### config.mk
export PLATFORM = sky130hd
export DESIGN_NAME = axis_hscaler_stream
export DESIGN_NICKNAME = d
export VERILOG_FILES = /design/src/rtl/axis_hscaler_stream.sv
export SDC_FILE = /design/constraint.sdc
export NUM_CORES = 1
export LEC_CHECK = 0
export BUFFER_PORTS_ARGS = -buffer_cell sky130_fd_sc_hd__buf_4
export CAP_MARGIN = 20
export CORE_MARGIN = 2
export CORE_UTILIZATION = 54
export CTS_CLUSTER_DIAMETER = 40
export DETAILED_ROUTE_END_ITERATION = 8
export PLACE_DENSITY = 0.75
export SYNTH_ARGS = -nofsm -noshare
export SYNTH_HDL_FRONTEND = slang
export SYNTH_SLANG_ARGS = --single-unit
### constraint.sdc
create_clock -name clk -period 4 [get_ports clk]
set_input_delay 0.4 -clock clk [delete_from_list [all_inputs] [get_ports clk]]
set_output_delay 0.4 -clock clk [all_outputs]
set_load 0.03 [all_outputs]
### src/rtl/axis_hscaler_stream.sv
// rtl/axis_hscaler_stream.sv - horizontal nearest-neighbour line scaler on AXI-Stream
//
// Purpose: resamples one video line of s_nbr source pixels into m_nbr output
// pixels. Output pixel j is source pixel floor(j*s_nbr/m_nbr). The choice is
// made with an error accumulator instead of a divider.
//
// Ports:
//   clk, resetn        clock (rising edge), synchronous active-low reset
//   enable             allows a new line to start from IDLE
//   s_nbr, m_nbr       source / output pixels per line, latched at line start
//   s_axis_*           pixel input (tdata, tuser, tlast, tvalid; tready out)
//   m_axis_*           pixel output (tdata, tuser, tlast, tvalid; tready in)
//   line_err           one-cycle pulse when source tlast disagrees with s_nbr
//
// Build option: define HSCALER_LINE_CHECK_EN to enable the source tlast
// check. When it is undefined, line_err stays 0 and s_axis_tlast is unused.

module axis_hscaler_stream #(
  parameter int C_PIXEL_WIDTH = 24,
  parameter int C_S_WIDTH     = 12,
  parameter int C_M_WIDTH     = 12
) (
  input  logic                     clk,
  input  logic                     resetn,
  input  logic                     enable,
  input  logic [C_S_WIDTH-1:0]     s_nbr,
  input  logic [C_M_WIDTH-1:0]     m_nbr,
  input  logic                     s_axis_tvalid,
  output logic                     s_axis_tready,
  input  logic                     s_axis_tuser,
  input  logic                     s_axis_tlast,
  input  logic [C_PIXEL_WIDTH-1:0] s_axis_tdata,
  output logic                     m_axis_tvalid,
  input  logic                     m_axis_tready,
  output logic                     m_axis_tuser,
  output logic                     m_axis_tlast,
  output logic [C_PIXEL_WIDTH-1:0] m_axis_tdata,
  output logic                     line_err
);

  // Before each add, acc is below m_nbr. After the add it is below
  // s_nbr + m_nbr. One extra bit over the wider count is therefore enough.
  localparam int AW = ((C_S_WIDTH > C_M_WIDTH) ? C_S_WIDTH : C_M_WIDTH) + 1;

  typedef enum logic [1:0] {IDLE, FETCH, EMIT, DRAIN} state_t;

  state_t                   state_q, state_d;
  logic [C_S_WIDTH-1:0]     s_q, s_d;
  logic [C_M_WIDTH-1:0]     m_q, m_d;
  logic [AW-1:0]            acc_q, acc_d;
  logic [C_S_WIDTH-1:0]     src_cnt_q, src_cnt_d;
  logic [C_M_WIDTH-1:0]     out_cnt_q, out_cnt_d;
  logic [C_PIXEL_WIDTH-1:0] hold_q, hold_d;
  logic                     user_q, user_d;

  logic [AW-1:0]            s_ext, m_ext, acc_fetch, acc_emit;
  logic [C_S_WIDTH-1:0]     src_inc;
  logic                     last_out;

  assign s_ext     = AW'(s_q);
  assign m_ext     = AW'(m_q);
  assign src_inc   = src_cnt_q + C_S_WIDTH'(1);
  assign last_out  = (out_cnt_q == m_q - C_M_WIDTH'(1));
  // The first pixel of a line already lines up with output 0, so no subtract.
  assign acc_fetch = (src_cnt_q == '0) ? acc_q : acc_q - m_ext;
  assign acc_emit  = acc_q + s_ext;

  always_ff @(posedge clk) begin
    if (!resetn) begin
      state_q   <= IDLE;
      s_q       <= '0;
      m_q       <= '0;
      acc_q     <= '0;
      src_cnt_q <= '0;
      out_cnt_q <= '0;
      hold_q    <= '0;
      user_q    <= 1'b0;
    end else begin
      state_q   <= state_d;
      s_q       <= s_d;
      m_q       <= m_d;
      acc_q     <= acc_d;
      src_cnt_q <= src_cnt_d;
      out_cnt_q <= out_cnt_d;
      hold_q    <= hold_d;
      user_q    <= user_d;
    end
  end

  always_comb begin
    state_d       = state_q;
    s_d           = s_q;
    m_d           = m_q;
    acc_d         = acc_q;
    src_cnt_d     = src_cnt_q;
    out_cnt_d     = out_cnt_q;
    hold_d        = hold_q;
    user_d        = user_q;
    s_axis_tready = 1'b0;
    m_axis_tvalid = 1'b0;

    unique case (state_q)
      IDLE: begin
        if (enable && (s_nbr != '0) && (m_nbr != '0)) begin
          s_d       = s_nbr;
          m_d       = m_nbr;
          acc_d     = '0;
          src_cnt_d = '0;
          out_cnt_d = '0;
          state_d   = FETCH;
        end
      end
      FETCH: begin
        s_axis_tready = 1'b1;
        if (s_axis_tvalid) begin
          hold_d    = s_axis_tdata;
          user_d    = s_axis_tuser;
          src_cnt_d = src_inc;
          acc_d     = acc_fetch;
          // If acc is still at or above m_nbr, this pixel is skipped.
          if (acc_fetch < m_ext) state_d = EMIT;
        end
      end
      EMIT: begin
        m_axis_tvalid = 1'b1;
        if (m_axis_tready) begin
          out_cnt_d = out_cnt_q + C_M_WIDTH'(1);
          acc_d     = acc_emit;
          if (last_out)               state_d = DRAIN;
          else if (acc_emit >= m_ext) state_d = FETCH;
        end
      end
      DRAIN: begin
        // Discard the unused source pixels so the next line starts aligned.
        if (src_cnt_q < s_q) begin
          s_axis_tready = 1'b1;
          if (s_axis_tvalid) begin
            src_cnt_d = src_inc;
            if (src_inc == s_q) state_d = IDLE;
          end
        end else begin
          state_d = IDLE;
        end
      end
      default: state_d = IDLE;
    endcase
  end

  assign m_axis_tdata = hold_q;
  assign m_axis_tuser = (state_q == EMIT) && (out_cnt_q == '0) && user_q;
  assign m_axis_tlast = (state_q == EMIT) && last_out;

`ifdef HSCALER_LINE_CHECK_EN
  assign line_err = s_axis_tvalid && s_axis_tready &&
                    (s_axis_tlast != (src_cnt_q == s_q - C_S_WIDTH'(1)));
`else
  logic unused_tlast;
  assign unused_tlast = s_axis_tlast;
  assign line_err     = 1'b0;
`endif

endmodule

==> results.toml <==
[timing]
period_minus_slack_ns = 3.84
tightest_slew_ns = 0.995
setup_viol = 0
clock.fmax_mhz = 261
rsz0062_at_grt = "yes"
timing.final.crit_share = 0.960
tns_ns = 0
slew_headroom = 0.335
hold_viol = 0
finalMaxSlewViolations = 0
whs_ns = 0.289
clock_skew_ns = 0.00669

[clock_network]
clk_pin_slew_ns = 0.07
clock_tree.root_cell = "clkbuf_16"
clock-sinks = 88
cts_max_level = 3
ctsHoldBuffers = 0
insertion_delay_ns = 0.35
clk_path_buf_depth = 2
numCtsBuffers = 9
cts_tree = "built"

[hold_path]
min-delay-start = "s_axis_tdata[1]"
hold_path_depth = 3
worst_hold_path.endpoint = "m_axis_tdata[1]"
worstHoldPathType = "in2reg"

[logic_synthesis]
synth_cells = 842
synth_most_common_cell = "nand2_1"
ys_warn_count = 0
yosys.area.top_type = "dfxtp_1"
synthTopCellsByCount = "nand2_1 (99), dfxtp_1 (88), a21oi_1 (73)"
synth_area_leaders = "dfxtp_1 (27%), ha_1 (13%), nand2_1 (5.7%)"
synth_top_flop_cell = "dfxtp_1"
synth_top_area_frac = 0.269
syn_area_mm2 = 0.00656
synth-edff-count = 0
synth_nets = 967
synth_seq_area_share = 0.269
ys_types = 70
avgSynthCellArea_um2 = 7.79
async_flop_share = 0
ys_ff_latch = 88

[place]
port_buffers = 81
place.gp.congestion = 0.932
dpl.hpwl_um = 13600

[power]
clockPowerShare = 0.219
ir_worst_vdd_mv = 0.432
p_sw_frac = 0.419
power_density_mw_per_mm2 = 484
power_switching_mw = 1.60
power_mw = 3.81
p_int_mw = 2.21
p_seq_frac = 0.276
p_leak_nw = 3.40
p_comb_frac = 0.506

[critical_path]
crit_fanout = 2
critPathArrivalTime_ns = 4.08
cp-end-kind = "flip-flop"
ff2ff_path_depth = 19
r2r_slack_ns = 0.16
crit_required_ns = 4.24
cp-start-kind = "flip-flop"
critPathKind = "reg2reg"
r2r-end = "state_q[1]"
r2r-start = "acc_q[0]"

[die]
fp.dieW_um = 114
die_h_um = 114
io_pins = 84
die_area_mm2 = 0.0130
start_util = 0.550
rows = 40
core-area_mm2 = 0.0119

[global_routing]
track_usage = 0.282
grt_max_degree = 50
grt_pass1_wl_um = 29500
grt_pass1_vias = 6031
gr-total-overflow = 0
antenna_found_initial = 0

[finish]
final_net_count = 1067
area_delta_synth_final_pct = 20.1
insertedDiodeCount = 0
drive_above_1_share = 0.173

[detailed_routing]
drtIter0Drc = 458
wl_per_cell_um = 16.3
ant_nets = 0
num_vias = 6428
remaining_drc_errors = 0
routed_wirelength_um = 17900
via_per_inst = 5.88
dr.pass1.iters = 5

[status]
status = "complete, no violations"

[run]
maxCapViolations = 0
[area by class of cell]
cell class | instances | area, µm²
clock inverters | 6 | 55.1
well taps | 147 | 184
inverters | 50 | 188
flip-flops and latches | 88 | 1760
clock buffers | 10 | 239
repair buffers | 121 | 908
multi-input cells | 672 | 4530
fillers | 1065 | 4040
[logic make-up (layout without fill, tap and decap cells)]
logic type,count (synthesis),count (layout),synth area share
DFF,88,88,0.269
muxes,31,31,0.0479
and+or+nand+nor,314,314,0.235
buffers and inverters,82,187,0.0500
AOI/OAI and AO/OA,207,207,0.196
adders and majority gates,70,70,0.136
other,1,1,0.000572
xor gates and xnor gates,49,49,0.0655
[timing repair]
| action | CTS | global route |
|---|---|---|
| hold endpoints to repair | 0 | 0 |
| setup buffers | 0 | 1 |
| pin swaps | 0 | 19 |
| resized for setup | 3 | 15 |
| setup endpoints to repair | 2 | 2 |
[power by group through the flow]
stage	clock (mW)	combinational, mW	sequential, mW
detailed placement	0	1.85	1.07
floorplan	0	1.28	1.11
finish	0.833	1.93	1.05
global route	0.880	2.15	1.06
CTS	0.843	1.87	1.05
global placement	0	1.82	1.07
[cells in the final DEF, fill, tap and decap left out, types with 4 or more instances in the layout]
cell type | synthesis | final
inv_1 | 49 | 47
o31ai_1 | 4 | 4
a21oi_1 | 73 | 72
o211ai_1 | 9 | 9
dfxtp_1 | 88 | 86
a31oi_1 | 11 | 11
buf_4 | 1 | 121
clkbuf_16 | 0 | 9
nand3b_1 | 5 | 5
or3_1 | 15 | 15
o21bai_1 | 4 | 4
nand2b_1 | 4 | 4
a2bb2oi_1 | 5 | 5
mux2i_1 | 28 | 28
xnor2_1 | 23 | 23
and3_1 | 10 | 10
and2_1 | 8 | 8
nand2_1 | 99 | 99
a22oi_1 | 8 | 7
a211oi_1 | 6 | 4
a21o_1 | 6 | 6
xor2_1 | 26 | 26
nand3_1 | 29 | 29
o21ai_1 | 11 | 12
nor2_1 | 72 | 72
nor4_1 | 13 | 13
nand4_1 | 9 | 9
o21ai_0 | 32 | 31
or4_1 | 4 | 4
nor2b_1 | 8 | 8
and4_1 | 4 | 4
ha_1 | 68 | 67
nor3_1 | 15 | 15
o21a_1 | 10 | 10
[worst max-delay path: stages, from the launching register on]
cell,delay (ns)
dfxtp_2,0.32
inv_2,0.08
ha_4,0.14
inv_2,0.04
fa_2,0.38
a21oi_2,0.18
o211ai_1,0.13
o41ai_2,0.34
o21ai_1,0.11
a21oi_1,0.16
xor2_1,0.15
o21ai_1,0.10
ha_1,0.31
a211o_1,0.27
a221oi_2,0.16
o21ai_1,0.11
a22oi_2,0.23
o211ai_1,0.17
o41ai_2,0.24
a21oi_1,0.10
[worst max-delay path by stage]
stage,from,to,depth (start not counted)
2_1_floorplan,acc_q[0],state_q[1],19
3_3_place_gp,acc_q[0],state_q[1],19
3_5_place_dp,acc_q[0],state_q[1],19
4_1_cts,acc_q[0],state_q[1],19
5_1_grt,acc_q[0],state_q[1],19
6_report,acc_q[0],state_q[1],19
[metal layers]
| metal | wire length, µm | track usage | vias up |
|---|---|---|---|
| met5 | 0 | 0 | - |
| met4 | 390 | 0.100 | 0 |
| met3 | 1250 | 0.0614 | 31 |
| met2 | 8100 | 0.450 | 198 |
| met1 | 8150 | 0.378 | 2975 |
| li1 | - | - | 3224 |
[registers in the layout, indices dropped and copies added (netlist names)]
name	cells
src_cnt_q	12
s_q	12
m_q	12
out_cnt_q	12
user_q	1
m_axis_tdata	24
acc_q	13
state_q	2
[per-stage QoR]
stage	worst slack [ns]	cell area [µm²]	utilization	cells
after global placement	-0.134	7500	0.630	1077
after detailed placement	-0.174	7500	0.630	1077
after floorplan	0.121	6560	-	842
after global routing	-0.170	7870	0.661	1094
after CTS	0.0339	7810	0.656	1093
final	0.162	7870	0.661	1094
(Power assumes the default switching activity.)
